File: config.mk
export PLATFORM = sky130hd
export DESIGN_NAME = input_debouncer_flat
export DESIGN_NICKNAME = d
export VERILOG_FILES = /design/src/rtl/input_debouncer_pkg.sv /design/src/rtl/input_debouncer_if.sv /design/src/rtl/input_debouncer_sync_chain.sv /design/src/rtl/input_debouncer.sv /design/src/flat_wrapper.sv
export SDC_FILE = /design/constraint.sdc
export NUM_CORES = 1
export LEC_CHECK = 0
export BUFFER_PORTS_ARGS = -buffer_cell sky130_fd_sc_hd__buf_2
export CORE_AREA = 2 2 39 41
export CTS_CLUSTER_SIZE = 24
export DETAILED_ROUTE_END_ITERATION = 10
export DIE_AREA = 0 0 41 43
export PLACE_DENSITY = 0.54
export SLEW_MARGIN = 40
export SYNTH_ARGS = -nofsm -noshare
export SYNTH_HDL_FRONTEND = slang
export SYNTH_SLANG_ARGS = --single-unit
File: constraint.sdc
create_clock -name clk -period 1.3 [get_ports clk]
set_input_delay 0.325 -clock clk [delete_from_list [all_inputs] [get_ports clk]]
set_output_delay 0.325 -clock clk [all_outputs]
set_load 0.1 [all_outputs]
File: src/rtl/input_debouncer_pkg.sv
// Shared types and defaults for the input debouncer and its users.
package debounce_pkg;

    typedef enum logic [1:0] {
        IDLE_LOW  = 2'd0,
        WAIT_HIGH = 2'd1,
        IDLE_HIGH = 2'd2,
        WAIT_LOW  = 2'd3
    } debounce_state_e;

    localparam int DEF_SYNC_STAGES   = 2;
    localparam int DEF_STABLE_CYCLES = 16;

endpackage

File: src/rtl/input_debouncer_if.sv
// Debouncer signal bundle; glitch_cnt and GLITCH_W exist only with DEBOUNCE_GLITCH_CNT_EN.
interface input_debouncer_if
`ifdef DEBOUNCE_GLITCH_CNT_EN
    #(parameter int GLITCH_W = 8)
`endif
    ;
    logic din_async;
    logic dout;
    logic busy;

`ifdef DEBOUNCE_GLITCH_CNT_EN
    logic [GLITCH_W-1:0] glitch_cnt;

    modport master (output din_async, input dout, input busy, input glitch_cnt);
    modport slave  (input din_async, output dout, output busy, output glitch_cnt);
`else
    modport master (output din_async, input dout, input busy);
    modport slave  (input din_async, output dout, output busy);
`endif

endinterface

File: src/rtl/input_debouncer_sync_chain.sv
// N-flop synchronizer with synchronous active-low clear; reusable for any async input.
module sync_chain #(
    parameter int N = 2
) (
    input  logic clk,
    input  logic resetn,
    input  logic d,
    output logic q
);
    logic [N-1:0] s;

    always_ff @(posedge clk) begin
        if (!resetn) s <= '0;
        else         s <= {s[N-2:0], d};
    end

    assign q = s[N-1];

endmodule

File: src/rtl/input_debouncer.sv
// Synchronizes din_async and accepts a new level only after STABLE_CYCLES equal samples.
// Optional saturating reject counter enabled by DEBOUNCE_GLITCH_CNT_EN.
module input_debouncer
    import debounce_pkg::*;
#(
    parameter int SYNC_STAGES   = DEF_SYNC_STAGES,
    parameter int STABLE_CYCLES = DEF_STABLE_CYCLES
`ifdef DEBOUNCE_GLITCH_CNT_EN
    ,
    parameter int GLITCH_W      = 8
`endif
) (
    input  logic              clk,
    input  logic              resetn,
    input_debouncer_if.slave  dbif
);
    localparam int                CNT_W    = $clog2(STABLE_CYCLES);
    localparam logic [CNT_W-1:0]  CNT_LAST = CNT_W'(STABLE_CYCLES - 1);

    debounce_state_e  state;
    logic [CNT_W-1:0] cnt;
    logic             dout_q;
    logic             s_out;

    sync_chain #(.N(SYNC_STAGES)) u_sync (
        .clk    (clk),
        .resetn (resetn),
        .d      (dbif.din_async),
        .q      (s_out)
    );

    // A revert seen on the terminal count still wins: the revert branch is tested first.
    always_ff @(posedge clk) begin
        if (!resetn) begin
            state  <= IDLE_LOW;
            cnt    <= '0;
            dout_q <= 1'b0;
        end else begin
            case (state)
                IDLE_LOW: if (s_out) begin
                    state <= WAIT_HIGH;
                    cnt   <= CNT_W'(1);
                end
                WAIT_HIGH: begin
                    if (!s_out) begin
                        state <= IDLE_LOW;
                        cnt   <= '0;
                    end else if (cnt == CNT_LAST) begin
                        state  <= IDLE_HIGH;
                        dout_q <= 1'b1;
                        cnt    <= '0;
                    end else begin
                        cnt <= cnt + 1'b1;
                    end
                end
                IDLE_HIGH: if (!s_out) begin
                    state <= WAIT_LOW;
                    cnt   <= CNT_W'(1);
                end
                WAIT_LOW: begin
                    if (s_out) begin
                        state <= IDLE_HIGH;
                        cnt   <= '0;
                    end else if (cnt == CNT_LAST) begin
                        state  <= IDLE_LOW;
                        dout_q <= 1'b0;
                        cnt    <= '0;
                    end else begin
                        cnt <= cnt + 1'b1;
                    end
                end
                default: begin
                    state <= IDLE_LOW;
                    cnt   <= '0;
                end
            endcase
        end
    end

    assign dbif.dout = dout_q;
    assign dbif.busy = (state == WAIT_HIGH) || (state == WAIT_LOW);

`ifdef DEBOUNCE_GLITCH_CNT_EN
    logic                glitch_evt;
    logic [GLITCH_W-1:0] glitch_q;

    assign glitch_evt = ((state == WAIT_HIGH) && !s_out) || ((state == WAIT_LOW) && s_out);

    always_ff @(posedge clk) begin
        if (!resetn)                          glitch_q <= '0;
        else if (glitch_evt && glitch_q != '1) glitch_q <= glitch_q + 1'b1;
    end

    assign dbif.glitch_cnt = glitch_q;
`endif

endmodule

File: src/flat_wrapper.sv
// flat-port wrapper written by rule: the top's interface ports become plain ports
module input_debouncer_flat import debounce_pkg::*;
#(
    parameter int SYNC_STAGES   = DEF_SYNC_STAGES,
    parameter int STABLE_CYCLES = DEF_STABLE_CYCLES

)
  (clk, resetn, dbif_din_async, dbif_dout, dbif_busy);
  input_debouncer_if dbif_i ();
  input  logic clk;
  input  logic resetn;
  input wire logic [$bits(dbif_i.din_async)-1:0] dbif_din_async;
  output wire logic [$bits(dbif_i.dout)-1:0] dbif_dout;
  output wire logic [$bits(dbif_i.busy)-1:0] dbif_busy;
  assign dbif_i.din_async = dbif_din_async;
  assign dbif_dout = dbif_i.dout;
  assign dbif_busy = dbif_i.busy;
  input_debouncer #(.SYNC_STAGES(SYNC_STAGES), .STABLE_CYCLES(STABLE_CYCLES)) u_core (.clk(clk), .resetn(resetn), .dbif(dbif_i));
endmodule
Yosys cells after proc, flatten, opt, wreduce, memory -nomap -nowiden
Cells that the tools add are included.
- add/sub/neg operators: 1
- eq/ne operators: 12
- multiplexer cells: 18
- reductions and logical operators: 6
- operators with widths (kind ; count):
    $mux W4 ; 5
    $pmux W4 S4 ; 1
    $mux W2 ; 6
    $ne A2 B2 Y1 const B ; 4
    $pmux W2 S4 ; 1
    $ne A3 B2 Y1 const B ; 2
    $reduce_and A5 Y1 ; 1
    $add A4 B1 Y4 const B ; 1
    $eq A2 B2 Y1 const B ; 2
    $eq A4 B4 Y1 const B ; 1
    $mux W1 ; 4
    $ne A2 B1 Y1 const B ; 2
    $reduce_and A4 Y1 ; 1
    $eq A2 B1 Y1 const B ; 1
    $logic_not A2 Y1 ; 1
    $pmux W1 S2 ; 1
    $reduce_and A2 Y1 ; 1
    $reduce_bool A2 Y1 ; 1
    $logic_or A1 B1 Y1 ; 1
- register bits after elaboration: 9
- bits of input ports: 3
- output and inout port bits: 2
- word-level logic and storage cells: 41

Depth between registers and ports, before layout
- depth after elaboration: 4
- gate-level depth with buffers: 4
- gate-level depth less buffers: 4

Modules after synthesis
A second synthesis with hierarchy kept.
- cells, all modules: 42
- area, all modules: 406.6 µm²
- by module, submodules not included (module ; times used ; cells each ; area each (µm²) ; sequential area each (µm²)):
    input_debouncer ; 1 ; 38 ; 354.1 ; 140.1
    sync_chain ; 1 ; 4 ; 52.6 ; 40.0

Worst setup path before layout
Ideal clock, no wire load.
- kind: register to output
- from: reg u_core.state[0]
- to: out dbif_busy
- arrival time: 1268 ps
- required time: 975 ps
- slack: -293 ps
- cell stages (with the launch flop): 3
- buffers on the path: 2
- cell sequence: dfxtp_1 -> buf_4 -> clkbuf_1
- longest elaborated chain between the ends: 2
- elaborated cells between the ends (all ways): 3
- those cells by class: 2 x eq/ne; 1 x reduce/logical
- ends and longest elaborated chain (what ; line ; text):
    start: declaration ; input_debouncer.sv:20 ; debounce_state_e state;
    start signal: assignment ; input_debouncer.sv:35 ; state <= IDLE_LOW;
    start signal: assignment ; input_debouncer.sv:41 ; state <= WAIT_HIGH;
    start signal: assignment ; input_debouncer.sv:46 ; state <= IDLE_LOW;
    $eq A2 B1 Y1 or $eq A2 B2 Y1 (tied branches) ; input_debouncer.sv:81 ; assign dbif.busy = (state == WAIT_HIGH) || (state == WAIT_LOW);
    $logic_or A1 B1 Y1 * ; input_debouncer.sv:81 ;
    end: declaration ; flat_wrapper.sv:14 ; output wire logic [$bits(dbif_i.busy)-1:0] dbif_busy;
Mark *: on every way between the ends. The rest lies on a longest branch, timed or not.

Worst setup path after layout
Same ends and word-level chain as after synthesis.

==> results.md <==
* Number of synthesized register bits at 9
* GRT met1 Usage at between 10% and 20%
* Leakage at about 0.19 nW
* Drt drc at 0
* Max H-tree Level at 1
* Worst Hold Slack at 0.2646 ns
* Count of pins over their slew limit at 0
* N_diodes at 0
* Number of setup violations in the final report at 0
* Switching Power at 0.0001813 W
* Top_reg_cell synth: dfxtp_1
* Slowest stage cell, crit path: dfxtp_2
* Part of the total power dissipated in sequential elements at between 40% and 50%
* First drt pass iteration count at 2
* Synth Instances at 44
* Setup repair after global routing missed its margin: false
* Placed Instance Area at a little under 500 µm²
* Initial Util at 28.30%
* Per-instance average area after synthesis at a little under 9 µm²
* Number of standard cells in the layout, taps in and fillers out at 70
* Internal Power at 0.0004464 W
* Area grow syn2layout at 31.63%
* Outcome: completed
* Number of global-route vias before repair at ~330
* Sequential element share of the synthesized area at between 40% and 50%
* Total global routing overflow at 0
* Transition time at the pin with the least slew margin at between 0.3 and 0.4 ns
* Critical path origin: u_core.state[0]
* Syn Nets at 48
* Distinct cell type count after synthesis at 23
* Placed cell count at 66
* Post-layout min period at approximately 1.2 ns
* Clock power frac at a little over a third
* Reg-to-reg critical path startpoint: u_core.cnt[1]
* Largest vdd supply drop at slightly above 600 µV
* Total half-perimeter wirelength after legalization and detailed placement at between 500 and 600 µm
* Die Ht at 43 µm
* Final net count at slightly below 60
* Largest delay contributor family on the critical path: flip-flops
* WP data required at about 1 ns
* Clock Latency Late Sink at ~0.27 ns
* Relative slew margins at between 70% and 80%
* Highest fanout seen on the critical path at 8
* Cell-by-cell trace of the critical path: buf_6 -> buf_12
* Sink count of the clock tree at 9
* Combinational Power Share at about 17%
* Pin count of the biggest net entering global routing at 9
* Max-capacitance violation count at 0
* Cts hold-fix bufs at 0
* Share of synthesized flip-flops with an asynchronous set or reset at 0%
* Post-Route WL at 823 µm
* TritonCTS clock tree: built
* Count of input and output buffers at 4
* Maximum buffer depth of the clock tree at 2
* Launch instance of the worst min-delay path: dbif_din_async
* Period utilisation layout at between 90 and 100%
* Critical path startpoint category: register
* Most used routing layer in global routing: met1
* Summed instance area of the synthesized netlist at 391.6 µm²
* Weighted congestion reported at the end of routability-driven placement at 0.7371
* Worst hold path class: in2reg
* Fill cell instance count of the final layout at roughly 140
* Fraction of final layout cells sized beyond drive strength 1 at between 20% and 30%
* Site Rows at 14
* CP endpoint kind: primary output
* Max incr delay on CP at 0.34 ns
* Average routed wire per standard cell at 11.76 µm
* Combined global-route utilization of all metal layers at 13.94%
* Net switching fraction of the power at 28.88%
* DRT antenna net count at 0
* Final Cell Area at roughly 520 µm²
* Power per standard cell area at 1218 nW/µm²
* Worst clock skew at 0.005757 ns
* Type of the setup path with the least slack: reg2out
* Worst path buffer plus inverter count at 2
* Routing usage on met3 at a little under a tenth
* Final hold violation count at 0
* Top-level I/O count at 5
* Buffer count from post-CTS setup fixing at 0
* Clock-pin slew of the registers on the worst-case setup and hold paths at around 0.060 ns
* Standard cell core area at between 1000 and 1500 µm²
* Fin Setup TNS at 0 ns
* Number of enable flip-flop cells after synthesis at 0
* Number of warning messages in the yosys log at 0
* Clock root buffer: clkbuf_4
* Sum of internal, switching and leakage power at ~0.00063 W
* Data arrival time of the critical path at 0.92 ns
* CTS-repair resized insts at 0
* Vias at 350
* Number of antenna violations at the first check in global routing at 0
* DIE AREA at 1763 µm²
* Total CTS buffers at 3
* First-pass GRT wire length at around 1500 µm
* Die outline width at about 41 µm
* Starting DRT DRC Count at 3
* Met2 routing resource usage after global routing at 16.56%
* Average via count per standard cell at 5.000
* Timing-limited maximum frequency at between 0.8 and 0.9 GHz
## cell usage after synthesis (all sizes together), types with 2 or more instances
| master | n | area share [%] |
|---|---|---|
| a21oi | 4 | 5.1 |
| and2 | 2 | 3.2 |
| nand2 | 3 | 2.9 |
| nand4 | 2 | 3.2 |
| nor2 | 2 | 1.9 |
| inv | 2 | 1.9 |
| dfxtp | 9 | 46 |
| nand3 | 5 | 6.4 |
| a31oi | 2 | 3.2 |
## path summary, 6_finish.rpt
kind,depth (start not counted),slack [ns],end
worst max-delay path,2,0.06,dbif_busy
worst min-delay path,2,0.26,u_core.u_sync.s[0]
worst max register to register,4,0.10,u_core.dbif.dout
worst min register to register,1,0.44,u_core.u_sync.s[1]
## metrics by stage
stage / worst slack (ns) / utilization (%)
final: 0.05939 / 37.25
after detailed placement: 0.06042 / 34.81
after floorplan: 0.07259 / -
after CTS: 0.009372 / 36.71
after global placement: 0.08360 / 34.81
after global routing: 0.001312 / 37.25
## power groups by stage
stage / clock [W] / sequential [W] / combinational [W]
final: 0.000224 / 0.000299 / 0.000105
after global routing: 0.000252 / 0.000300 / 0.000110
after CTS: 0.000233 / 0.000298 / 0.000105
after detailed placement: 0 / 0.000304 / 0.000104
after global placement: 0 / 0.000304 / 0.000105
after floorplan: 0 / 0.000339 / 0.0000270
## final cells by class
cell class,count,area [µm²],share of cell area (%)
Clock buffer,4,26.28,5.097
Inverter,3,11.26,2.184
Sequential cell,9,182.7,35.44
Timing Repair Buffer,8,83.83,16.26
Multi-Input combinational cell,30,191.4,37.14
Tap cell,16,20.02,3.883
## kinds of logic after synthesis
logic type	synth area share (%)
xor gates and xnor gates	4.474
AOI/OAI and AO/OA	16.30
adders and majority gates	3.194
DFF	46.01
and+or+nand+nor	24.28
buffers and inverters	5.748
## cell usage in the layout, fill, tap and decap left out, types with 2 or more instances in the layout
cell type / count
dfxtp_1: 7
nand3_1: 5
a21oi_1: 4
nand2_1: 3
clkbuf_4: 3
buf_4: 3
nand4_1: 2
nor2_1: 2
and2_1: 2
a31oi_1: 2
buf_2: 2
buf_12: 2
dfxtp_2: 2
## metal layers
layer	wire length (µm)	vias to the layer above
li1	-	182
met1	361	156
met2	378	8
met3	52	4
met4	31	0
met5	0	-
No activity file was read; power rests on OpenSTA's default activity.
